--- src/rtl/vram_pkg.sv ---
// Shared VRAM bank definitions for the capture/display triple-buffer path.
// Latency: none (types, constants and a pure helper function only).
// Backpressure: not applicable.
package vram_pkg;

    typedef logic [1:0] vram_bank_t;

    localparam int NUM_VRAM_BANKS = 3;

    localparam vram_bank_t WR_BANK_RST   = 2'd0;
    localparam vram_bank_t RD_BANK_RST   = 2'd1;
    localparam vram_bank_t PEND_BANK_RST = 2'd2;

    // With banks {0,1,2}, the one bank not in {a,b} is (0+1+2) - a - b.
    // Only meaningful when a != b; 2-bit wraparound keeps the result in range.
    function automatic vram_bank_t free_bank(input vram_bank_t a, input vram_bank_t b);
        vram_bank_t sum_all;
        sum_all   = vram_bank_t'(NUM_VRAM_BANKS * (NUM_VRAM_BANKS - 1) / 2);
        free_bank = sum_all - a - b;
    endfunction

endpackage

--- src/rtl/edge_sync.sv ---
// Synchronizes an asynchronous level into FCLK_CLK0 and emits a one-cycle rising-edge pulse.
// Latency: pulse appears SYNC_STAGES+1 cycles after the high level is first sampled.
// Backpressure: none; one pulse per high level, levels shorter than 2 cycles may be missed.
module edge_sync #(
    parameter int SYNC_STAGES = 2
) (
    input  logic FCLK_CLK0,
    input  logic stop_n_rstb,
    input  logic async_in,
    output logic pulse
);

    logic [SYNC_STAGES-1:0] sync_q;
    logic [1:0]             dly_q;
    logic                   pulse_q;

    // Metastability chain, a two-deep history of the settled level, and a registered edge pulse.
    always_ff @(posedge FCLK_CLK0 or negedge stop_n_rstb) begin
        if (!stop_n_rstb) begin
            sync_q  <= '0;
            dly_q   <= '0;
            pulse_q <= 1'b0;
        end else begin
            sync_q  <= {sync_q[SYNC_STAGES-2:0], async_in};
            dly_q   <= {dly_q[0], sync_q[SYNC_STAGES-1]};
            pulse_q <= dly_q[0] & ~dly_q[1];
        end
    end

    assign pulse = pulse_q;

endmodule

--- src/rtl/vram_frame_sel.sv ---
// Triple-buffer VRAM bank manager: picks the capture bank and the display bank; optional drop stats via VRAM_FRAME_SEL_STATS_EN.
// Latency: bank outputs and frame_done update 1 cycle after a synchronized vsync event; manual select 1 cycle.
// Backpressure: none; a frame that is incomplete or overwritten before display is dropped (and counted when stats are built in).
module vram_frame_sel
    import vram_pkg::*;
#(
    parameter int SYNC_STAGES = 2,
    parameter int MIN_WR_ACKS = 480,
    parameter int ACK_CNT_W   = 16
) (
    input  logic       FCLK_CLK0,
    input  logic       stop_n_rstb,
    input  logic       cap_vsync,
    input  logic       disp_vsync,
    input  logic       u_wack,
    input  logic       freeze,
    input  logic       manual_en,
    input  logic [1:0] in_vram_no,
    output logic [1:0] wr_vram_no,
    output logic [1:0] rd_vram_no,
    output logic       frame_done,
    output logic [7:0] drop_cnt
);

    localparam logic [ACK_CNT_W-1:0] MIN_ACKS_C = ACK_CNT_W'(MIN_WR_ACKS);

    logic cap_ev;
    logic disp_ev;

    vram_bank_t w_q, r_q, p_q, rd_q;
    vram_bank_t w_n, r_n, p_n, rd_n;
    logic       pv_q, pv_n;
    logic       frame_done_q;
    logic       frame_ok;

    logic [ACK_CNT_W-1:0] acks_q, acks_n;

    edge_sync #(.SYNC_STAGES(SYNC_STAGES)) u_cap_sync (
        .FCLK_CLK0  (FCLK_CLK0),
        .stop_n_rstb(stop_n_rstb),
        .async_in   (cap_vsync),
        .pulse      (cap_ev)
    );

    edge_sync #(.SYNC_STAGES(SYNC_STAGES)) u_disp_sync (
        .FCLK_CLK0  (FCLK_CLK0),
        .stop_n_rstb(stop_n_rstb),
        .async_in   (disp_vsync),
        .pulse      (disp_ev)
    );

    // A frame is complete if enough line writes were acknowledged before its closing vsync.
    assign frame_ok = cap_ev && (acks_q >= MIN_ACKS_C);

    // Per-frame ack counter: restarts at each capture vsync (a coincident ack belongs to the new frame), saturates.
    always_comb begin
        acks_n = acks_q;
        if (cap_ev) begin
            acks_n = {{(ACK_CNT_W-1){1'b0}}, u_wack};
        end else if (u_wack && (acks_q != '1)) begin
            acks_n = acks_q + 1'b1;
        end
    end

    // Bank rotation: capture publish first, then display swap, so a coincident pair hands the new frame straight to R.
    always_comb begin
        w_n  = w_q;
        r_n  = r_q;
        p_n  = p_q;
        pv_n = pv_q;
        if (frame_ok) begin
            p_n  = w_q;
            w_n  = free_bank(r_q, w_q);
            pv_n = 1'b1;
        end
        if (disp_ev && pv_n && !freeze) begin
            r_n  = p_n;
            pv_n = 1'b0;
        end
        rd_n = manual_en ? in_vram_no : r_n;
    end

    // Bank state, ack counter and registered outputs.
    always_ff @(posedge FCLK_CLK0 or negedge stop_n_rstb) begin
        if (!stop_n_rstb) begin
            w_q          <= WR_BANK_RST;
            r_q          <= RD_BANK_RST;
            p_q          <= PEND_BANK_RST;
            pv_q         <= 1'b0;
            rd_q         <= RD_BANK_RST;
            acks_q       <= '0;
            frame_done_q <= 1'b0;
        end else begin
            w_q          <= w_n;
            r_q          <= r_n;
            p_q          <= p_n;
            pv_q         <= pv_n;
            rd_q         <= rd_n;
            acks_q       <= acks_n;
            frame_done_q <= frame_ok;
        end
    end

    assign wr_vram_no = w_q;
    assign rd_vram_no = rd_q;
    assign frame_done = frame_done_q;

`ifdef VRAM_FRAME_SEL_STATS_EN
    logic       drop_inc;
    logic [7:0] drop_q;

    // A frame is lost when it closes incomplete, or when a complete one overwrites an undisplayed pending frame.
    assign drop_inc = cap_ev && (!frame_ok || pv_q);

    // Saturating drop counter, holds at 255.
    always_ff @(posedge FCLK_CLK0 or negedge stop_n_rstb) begin
        if (!stop_n_rstb) begin
            drop_q <= '0;
        end else if (drop_inc && (drop_q != 8'hFF)) begin
            drop_q <= drop_q + 8'd1;
        end
    end

    assign drop_cnt = drop_q;
`else
    assign drop_cnt = '0;
`endif

`ifndef SYNTHESIS
    // Write and read banks must never collide, and a pending bank must be distinct from both.
    always @(posedge FCLK_CLK0) begin
        if (stop_n_rstb) begin
            assert (w_q != r_q && w_q < 2'd3 && r_q < 2'd3)
                else $error("bank collision W=%0d R=%0d", w_q, r_q);
            assert (!pv_q || (p_q != w_q && p_q != r_q && p_q < 2'd3))
                else $error("pending bank collision P=%0d W=%0d R=%0d", p_q, w_q, r_q);
        end
    end
`endif

endmodule

--- config.mk ---
export PLATFORM = sky130hd
export DESIGN_NAME = vram_frame_sel
export DESIGN_NICKNAME = d
export VERILOG_FILES = /design/src/rtl/vram_pkg.sv /design/src/rtl/edge_sync.sv /design/src/rtl/vram_frame_sel.sv
export SDC_FILE = /design/constraint.sdc
export NUM_CORES = 1
export LEC_CHECK = 0
export BUFFER_PORTS_ARGS = -buffer_cell sky130_fd_sc_hd__buf_4
export CAP_MARGIN = 0
export CELL_PAD_IN_SITES_DETAIL_PLACEMENT = 0
export CELL_PAD_IN_SITES_GLOBAL_PLACEMENT = 1
export CORE_ASPECT_RATIO = 1.4
export CORE_UTILIZATION = 44
export DETAILED_ROUTE_END_ITERATION = 8
export GPL_TIMING_DRIVEN = 1
export PLACE_DENSITY_LB_ADDON = 0.1
export SLEW_MARGIN = 10
export SYNTH_ARGS = -nofsm -noshare
export SYNTH_HDL_FRONTEND = slang
export SYNTH_SLANG_ARGS = --single-unit
export TNS_END_PERCENT = 10
--- constraint.sdc ---
create_clock -name FCLK_CLK0 -period 2.3 [get_ports FCLK_CLK0]
set_input_delay 0.23 -clock FCLK_CLK0 [delete_from_list [all_inputs] [get_ports FCLK_CLK0]]
set_output_delay 0.23 -clock FCLK_CLK0 [all_outputs]
set_load 0.02 [all_outputs]
==> results of run 1 <==
[what timing repair did]
item,CTS,global route
hold buffers,1,0
endpoints found under the setup margin,0,0
hold endpoints to repair,33,0
[through the flow]
| stage | cells | hold WS, ps | power, mW |
|---|---|---|---|
| finish | 217 | 47.0 | 1.59 |
| global route | 217 | 32.2 | 1.67 |
| CTS | 217 | 36.4 | 1.61 |
| global placement | 208 | 207 | 1.04 |
| detailed placement | 208 | 220 | 1.05 |
| floorplan | 164 | -65.6 | 0.960 |
[cell type report]
type                    instances  share of cell area
inverters                       6              0.0117
repair buffers                 15              0.0598
clock inverters                 3              0.0221
well taps                      42              0.0273
flip-flops and latches         36               0.470
multi-input cells             110               0.374
clock buffers                   5              0.0357
[worst max-delay path by stage]
stage | startpoint | endpoint | slack, ps
2_1_floorplan | acks_q[15] | rd_vram_no[1] | 250
3_3_place_gp | acks_q[15] | rd_vram_no[1] | 180
3_5_place_dp | acks_q[15] | rd_vram_no[1] | 140
4_1_cts | acks_q[15] | rd_vram_no[1] | 130
5_1_grt | acks_q[15] | rd_vram_no[1] | 70
6_report | acks_q[15] | rd_vram_no[1] | 140
[logic make-up (layout without fill, tap and decap cells)]
logic type                 Yosys count  count (layout)  synth area share
AOI/OAI and AO/OA                   23              23            0.0983
xor gates and xnor gates            12              12            0.0616
adders and majority gates            3               3            0.0220
buffers and inverters               18              29            0.0638
DFF                                 36              36             0.530
muxes                                5               5            0.0323
other                                1               8           0.00220
and+or+nand+nor                     59              59             0.190
[layout by cell type (no fill, tap or decap), types with 3 or more instances in the layout]
| cell | n |
|---|---|
| sky130_fd_sc_hd__dfrtp_1 | 33 |
| sky130_fd_sc_hd__nor2_1 | 17 |
| sky130_fd_sc_hd__buf_4 | 14 |
| sky130_fd_sc_hd__nand2_1 | 8 |
| sky130_fd_sc_hd__a21oi_1 | 8 |
| sky130_fd_sc_hd__conb_1 | 8 |
| sky130_fd_sc_hd__nand4_1 | 7 |
| sky130_fd_sc_hd__xnor2_1 | 7 |
| sky130_fd_sc_hd__inv_1 | 6 |
| sky130_fd_sc_hd__xor2_1 | 5 |
| sky130_fd_sc_hd__clkbuf_8 | 5 |
| sky130_fd_sc_hd__mux2_2 | 4 |
| sky130_fd_sc_hd__and3_1 | 4 |
| sky130_fd_sc_hd__a211o_1 | 3 |
| sky130_fd_sc_hd__nand3_1 | 3 |
| sky130_fd_sc_hd__and2_1 | 3 |
| sky130_fd_sc_hd__o21ai_0 | 3 |
| sky130_fd_sc_hd__ha_1 | 3 |
| sky130_fd_sc_hd__dfstp_2 | 3 |
[power by group through the flow]
stage,logic (mW),clock network (mW),registers (mW)
global route,0.280,0.592,0.797
finish,0.253,0.552,0.784
global placement,0.246,0,0.792
floorplan,0.153,0,0.808
detailed placement,0.256,0,0.798
CTS,0.258,0.568,0.786
[sequential cells by signal (all words and copies together), names as in the netlist]
register and cells:
p_q 2, u_cap_sync.pulse 1, frame_done 1, u_disp_sync.sync_q 2
wr_vram_no 2, pv_q 1, u_disp_sync.dly_q 2, u_cap_sync.sync_q 2
rd_vram_no 2, acks_q 16, r_q 2, u_cap_sync.dly_q 2
u_disp_sync.pulse 1
[routing by layer]
metal / GRT usage / wire length [µm]
met5: 0 / 0
met4: 0.0855 / 65
met3: 0.0439 / 74
met2: 0.316 / 1680
met1: 0.193 / 1260
==> impl_summary.txt, run 1 <==
----------------------------------------------------
[Global routing]
  Vias in the first global route ... 1,137
  Total global routing overflow ... 0
  Number of antenna violations at the first check in global routing ... 0
  Global-route usage over all layers ... 0.179
  Maximum number of pins on one net before global-route repair ... 37
  Global-route wire length before repair ... 5150 µm

[STA]
  Period utilization ... 0.940
  Worst Setup Slack, final ... 139 ps
  RSZ-0062 raised after global routing ... no
  Slew at the pin closest to its max-slew limit ... 580 ps
  Highest achievable clock rate ... approximately 0.46 GHz
  Setup total negative slack ... 0 ps
  Slew margin rel. ... 0.610
  Max Transition Viols Final ... 0
  Crit path time final ... 2160 ps
  Worst setup skew after layout ... 2.88 ps
  Final Hold Viols ... 0
  Final setup violating endpoints ... 0

[Place]
  Last weighted congestion value of the routability-driven placer ... around 0.76
  Placed standard-cell area ... roughly 0.0018 mm²
  DP Worst Slack ... 137 ps
  Final HPWL from detailed placement ... roughly 2200 µm
  Quantity of I/O buffers inserted on ports ... 13

[Yosys]
  Post-synth EDFFs ... 0
  Netlist area before placement ... about 0.0017 mm²
  Register bit total from synthesis ... 36
  Share of synthesized area occupied by flip-flops and latches ... 0.530
  Share of flip-flops with an asynchronous set or reset ... 1.00
  Unique cell type count in the Yosys netlist ... 40
  Most area-hungry cell type in the Yosys netlist ... sky130_fd_sc_hd__dfrtp_1
  Synth top area share ... 0.484
  Synth Warn # ... 0
  Most frequently used cell type in the post-synthesis netlist ... sky130_fd_sc_hd__dfrtp_1
  Number of standard cells after synthesis ... 157
  Top FF cell, synth ... sky130_fd_sc_hd__dfrtp_1
  Top cells by count, synth ... sky130_fd_sc_hd__dfrtp_1, sky130_fd_sc_hd__nor2_1, sky130_fd_sc_hd__buf_4
  Most area-consuming cells after synthesis ... sky130_fd_sc_hd__dfrtp_1, sky130_fd_sc_hd__dfstp_2, sky130_fd_sc_hd__buf_4
  Average size of a mapped cell ... between 10 and 15 µm²

[Power and ir drop]
  Share of total power in the clock network ... 0.348
  Total power divided by cell area ... 825 mW/mm²
  Internal power summed over all cells ... 1.17 mW
  Switching share of total power ... 0.265
  Total net switching power ... about 0.42 mW
  Fraction of power consumed by combinational cells ... 0.159
  Peak supply drop ... 586 µV
  Static leakage ... 0.915 nW
  Sequential share of power ... 0.493

[Critical path]
  Signal arrival time at the worst endpoint ... 2340 ps
  R2r startpoint ... acks_q[15]
  Worst reg2reg path depth ... 5
  Peak fanout along the critical path ... 10
  Reg2reg setup slack ... 140 ps
  Worst endpoint required time ... 2480 ps
  Worst Setup End Kind ... flip-flop
  Cell class contributing the biggest share of worst-path delay ... compound AO/OA/AOI/OAI gates
  Worst path slowest cell ... sky130_fd_sc_hd__or4_4
  Sort of element at the start of the critical path ... flip-flop
  Count of buffering cells on the critical path with inverters included ... 0
  Crit path cell chain ... or4_4 -> o31a_1 -> o21a_1 -> a2bb2oi_2 -> mux2_2
  Max incr delay on CP ... 570 ps
  Class of the most critical setup path ... flip-flop to flip-flop
  Worst r2r dst ... rd_vram_no[1]
  Stages on worst setup path ... 5

[Route]
  Number of DRC markers after the initial detailed-route iteration ... 32
  DRT Pass-1 Iters ... 4
  Routed Wire Length ... 3080 µm
  Drt via density ... 5.29
  Average wire length per cell after detail routing ... 14.2 µm
  Number of nets with antenna violations after detailed routing ... 0
  Via count of the routed design ... between 1,000 and 1,500
  DRC violation count after routing ... 0

[Finish]
  Fill cell instance count of the final layout ... approximately 350
  Layout cell share with drive strength beyond 1 ... 0.217
  NumNets Final ... around 190
  Multi-input combinational cell area ... 719 µm²
  Seq. cell area ... 905 µm²
  Synthesis-to-layout area growth ... 12.8%
  Share of the core filled with cells ... 0.524
  Diode insertion count for antenna repair ... 0
  Final design instance area without fill ... 0.00193 mm²

[Run]
  Count of maximum capacitance violations ... 0

[Die]
  Initial core utilization ... 0.464
  CORE AREA ... 0.00368 mm²
  I/O pin cnt ... 22
  Area enclosed by the die boundary ... approximately 0.0041 mm²
  Width of the chip ... roughly 55 µm
  Height of the die ... roughly 76 µm
  Floorplan row count ... 26

[Hold path]
  Cell depth of the worst hold path ... 1
  WHS Endpoint ... u_disp_sync.sync_q[0]
  Worst Min Path Start ... disp_vsync
  Hold Path Class ... input port to flip-flop

[Clocking]
  Number of buffers on the longest clock path ... 2
  Number of clock sinks ... 36
  CTS tree ... done
  Clock-pin slew on the worst setup and hold paths ... 70 ps
  Post CTS Setup Buffer Count ... 0
  Max H-tree Level ... 2
  Resize count post-CTS ... 0
  TritonCTS buffer count ... 5
  CTS root buf ... sky130_fd_sc_hd__clkbuf_8
  Insertion delay to the later sink of the worst-skew pair ... 280 ps

[Outcome]
  Status ... finished clean

----------------------------------------------------
(Power assumes the default switching activity.)
==> run 2: changes to the inputs <==
- ABC_AREA: unset -> 1
- CORE_UTILIZATION: 44 -> 43
==> impl_summary.txt, run 2 <==
----------------------------------------------------
[STA]
  Final setup violating endpoints ... 0
  Setup total negative slack ... 0 ps
  Period utilization ... 0.733
  RSZ-0062 raised after global routing ... no
  Crit path time final ... 1690 ps
  Worst hold slack ... 50.6 ps
  Max Transition Viols Final ... 0
  Worst setup skew after layout ... 8.65 ps
  Highest achievable clock rate ... 0.593 GHz
  Worst Setup Slack, final ... 614 ps
  Final Hold Viols ... 0

[Place]
  DP Worst Slack ... roughly 630 ps
  Final HPWL from detailed placement ... 2880 µm
  Last weighted congestion value of the routability-driven placer ... between 0.8 and 0.9
  Placed Cells ... 272
  Quantity of I/O buffers inserted on ports ... 13

[Route]
  DRT Pass-1 Iters ... 7
  Number of DRC markers after the initial detailed-route iteration ... 46
  Met2 layer wire length in the routed design ... 2100 µm
  Wire length on met3 ... ~130 µm
  Number of nets with antenna violations after detailed routing ... 0
  DRC violation count after routing ... 3
  Via count of the routed design ... around 1,400
  Detailed-route wire length on metal 1 ... about 1500 µm
  Max layer used ... met4
  Average wire length per cell after detail routing ... 13.8 µm
  Routed Wire Length ... a little under 4000 µm
  Drt via density ... about 5

[Power and ir drop]
  Static leakage ... between 1 and 1.5 nW
  Total net switching power ... 0.339 mW
  Share of total power in the clock network ... 0.361
  Internal power summed over all cells ... 0.963 mW
  Sequential share of power ... 0.535
  Peak supply drop ... 272 µV
  Fraction of power consumed by combinational cells ... 0.104
  Total power divided by cell area ... 628 mW/mm²
  Switching share of total power ... 0.260

[Finish]
  Diode insertion count for antenna repair ... 0
  Layout cell share with drive strength beyond 1 ... 0.178
  Final cell count without fillers ... about 280
  NumNets Final ... between 200 and 250
  Synthesis-to-layout area growth ... 10.9%
  Highest-count cells in the layout ignoring fill and taps ... sky130_fd_sc_hd__nand2_1, sky130_fd_sc_hd__inv_1, sky130_fd_sc_hd__dfrtp_1
  Most common library cell in the layout ignoring fill and taps ... sky130_fd_sc_hd__nand2_1
  Largest Register ... acks_q
  Share of the core filled with cells ... 0.493
  Number of flip-flops under the largest register name ... 16

[Clocking]
  Post CTS Setup Buffer Count ... 0
  Resize count post-CTS ... 0
  Max H-tree Level ... 2
  CTS tree ... done
  Insertion delay to the later sink of the worst-skew pair ... 290 ps
  Post-CTS Hold Fix Bufs ... 1
  CTS root buf ... sky130_fd_sc_hd__clkbuf_8
  TritonCTS buffer count ... 5
  Number of buffers on the longest clock path ... 2
  Clock-pin slew on the worst setup and hold paths ... about 70 ps
  Number of clock sinks ... 36

[Yosys]
  Most frequently used cell type in the post-synthesis netlist ... sky130_fd_sc_hd__nand2_1
  Top cells by count, synth ... sky130_fd_sc_hd__nand2_1, sky130_fd_sc_hd__dfrtp_1, sky130_fd_sc_hd__inv_1
  Most area-consuming cells after synthesis ... sky130_fd_sc_hd__dfrtp_1, sky130_fd_sc_hd__nand2_1, sky130_fd_sc_hd__inv_1
  Netlist area before placement ... 0.00187 mm²
  Top FF cell, synth ... sky130_fd_sc_hd__dfrtp_1
  Post-synth EDFFs ... 0
  Synthesized-area fraction occupied by ao, oa, aoi and oai cells ... 0.0703
  Register bit total from synthesis ... 36
  Post-synthesis adder-cell area fraction ... 0.0201
  Synth Warn # ... 0
  Most area-hungry cell type in the Yosys netlist ... sky130_fd_sc_hd__dfrtp_1
  Main combinational cell family by area after synthesis ... simple AND/OR/NAND/NOR gates
  Average size of a mapped cell ... between 8 and 9 µm²
  Simple-gate area share of the yosys netlist ... 0.280
  Portion of netlist area occupied by mux cells ... 0
  Share of synthesized area occupied by flip-flops and latches ... 0.484
  Share of flip-flops with an asynchronous set or reset ... 1.00
  Number of standard cells after synthesis ... 218
  Xor and xnor area share after synthesis ... 0.0328
  Synth top area share ... 0.442
  Unique cell type count in the Yosys netlist ... 29

[Run]
  Count of maximum capacitance violations ... 0

[Hold path]
  Hold Path Class ... input port to flip-flop
  Worst Min Path Start ... disp_vsync

[Outcome]
  Status ... finished with violations
  Failing checks ... design-rule violations

[Global routing]
  Global-route usage over all layers ... 0.188
  Global-route wire length before repair ... 6430 µm
  Number of antenna violations at the first check in global routing ... 0
  Total global routing overflow ... 0
  Vias in the first global route ... 1,452
  Maximum number of pins on one net before global-route repair ... 37

[Die]
  Height of the die ... 80.0 µm
  Area enclosed by the die boundary ... 0.00462 mm²
  I/O pin cnt ... 22
  Width of the chip ... ~58 µm
  CORE AREA ... approximately 0.0042 mm²
  Initial core utilization ... 0.445
  Floorplan row count ... 28

[Critical path]
  Worst endpoint required time ... roughly 2500 ps
  Peak fanout along the critical path ... 11
  Launching instance or port of the critical path ... acks_q[0]
  Class of the most critical setup path ... flip-flop to flip-flop
  Signal arrival time at the worst endpoint ... 1870 ps
  R2r startpoint ... acks_q[0]
  Sort of element at the start of the critical path ... flip-flop
  Worst Setup End Kind ... flip-flop

----------------------------------------------------
==> run 2: routing by layer <==
metal | global-route usage | up-vias
met5 | 0 | -
li1 | - | 702
met4 | 0.114 | 0
met1 | 0.200 | 690
met3 | 0.0486 | 11
met2 | 0.328 | 39
==> run 2: cell families after synthesis <==
group                    count (synthesis)
AND/OR/NAND/NOR                        107
other                                    1
AO/OA/AOI/OAI                           19
XOR/XNOR                                 7
adder cells (fa/ha/maj)                  3
buffers and inverters                   45
flip-flops                              36
==> run 2: area by class of cell <==
cell class / instances / area, µm²
Inverter: 34 / 128
Timing Repair Buffer: 14 / 108
Fill cell: 416 / 2130
Sequential cell: 36 / 905
Clock inverter: 1 / 7.51
Tap cell: 45 / 56.3
Clock buffer: 7 / 86.3
Multi-Input combinational cell: 144 / 783
==> run 2: through the flow <==
step	power (mW)	instance area, µm²
after global routing	1.38	2070
after floorplan	0.805	1900
after CTS	1.33	2070
after global placement	0.841	1970
final	1.30	2070
after detailed placement	0.845	1970
==> run 2: worst paths after layout <==
path | slack, ps | cells after the start | to
max reg2reg | 610 | 9 | acks_q[3]
max in group asynchronous | 1530 | 2 | p_q[1]
min reg2reg | 350 | 0 | u_disp_sync.dly_q[0]
max | 610 | 9 | acks_q[3]
min | 50 | 1 | u_disp_sync.sync_q[0]
min in group asynchronous | 430 | 2 | acks_q[14]
==> run 2: worst max-delay path, cell delays in order, from the launching register on <==
cell	delay [ps]
sky130_fd_sc_hd__dfrtp_1	390
sky130_fd_sc_hd__ha_1	220
sky130_fd_sc_hd__nand3_2	140
sky130_fd_sc_hd__nor2_2	160
sky130_fd_sc_hd__nand3_2	110
sky130_fd_sc_hd__nand2_4	150
sky130_fd_sc_hd__nand2_4	150
sky130_fd_sc_hd__inv_1	130
sky130_fd_sc_hd__nand2_1	50
sky130_fd_sc_hd__o31ai_1	70
==> run 2: power groups by stage <==
stage / registers [mW] / clock network [mW] / logic [mW]
final: 0.697 / 0.470 / 0.135
after global routing: 0.702 / 0.522 / 0.154
after CTS: 0.697 / 0.495 / 0.138
after detailed placement: 0.709 / 0 / 0.136
after global placement: 0.708 / 0 / 0.133
after floorplan: 0.707 / 0 / 0.0976
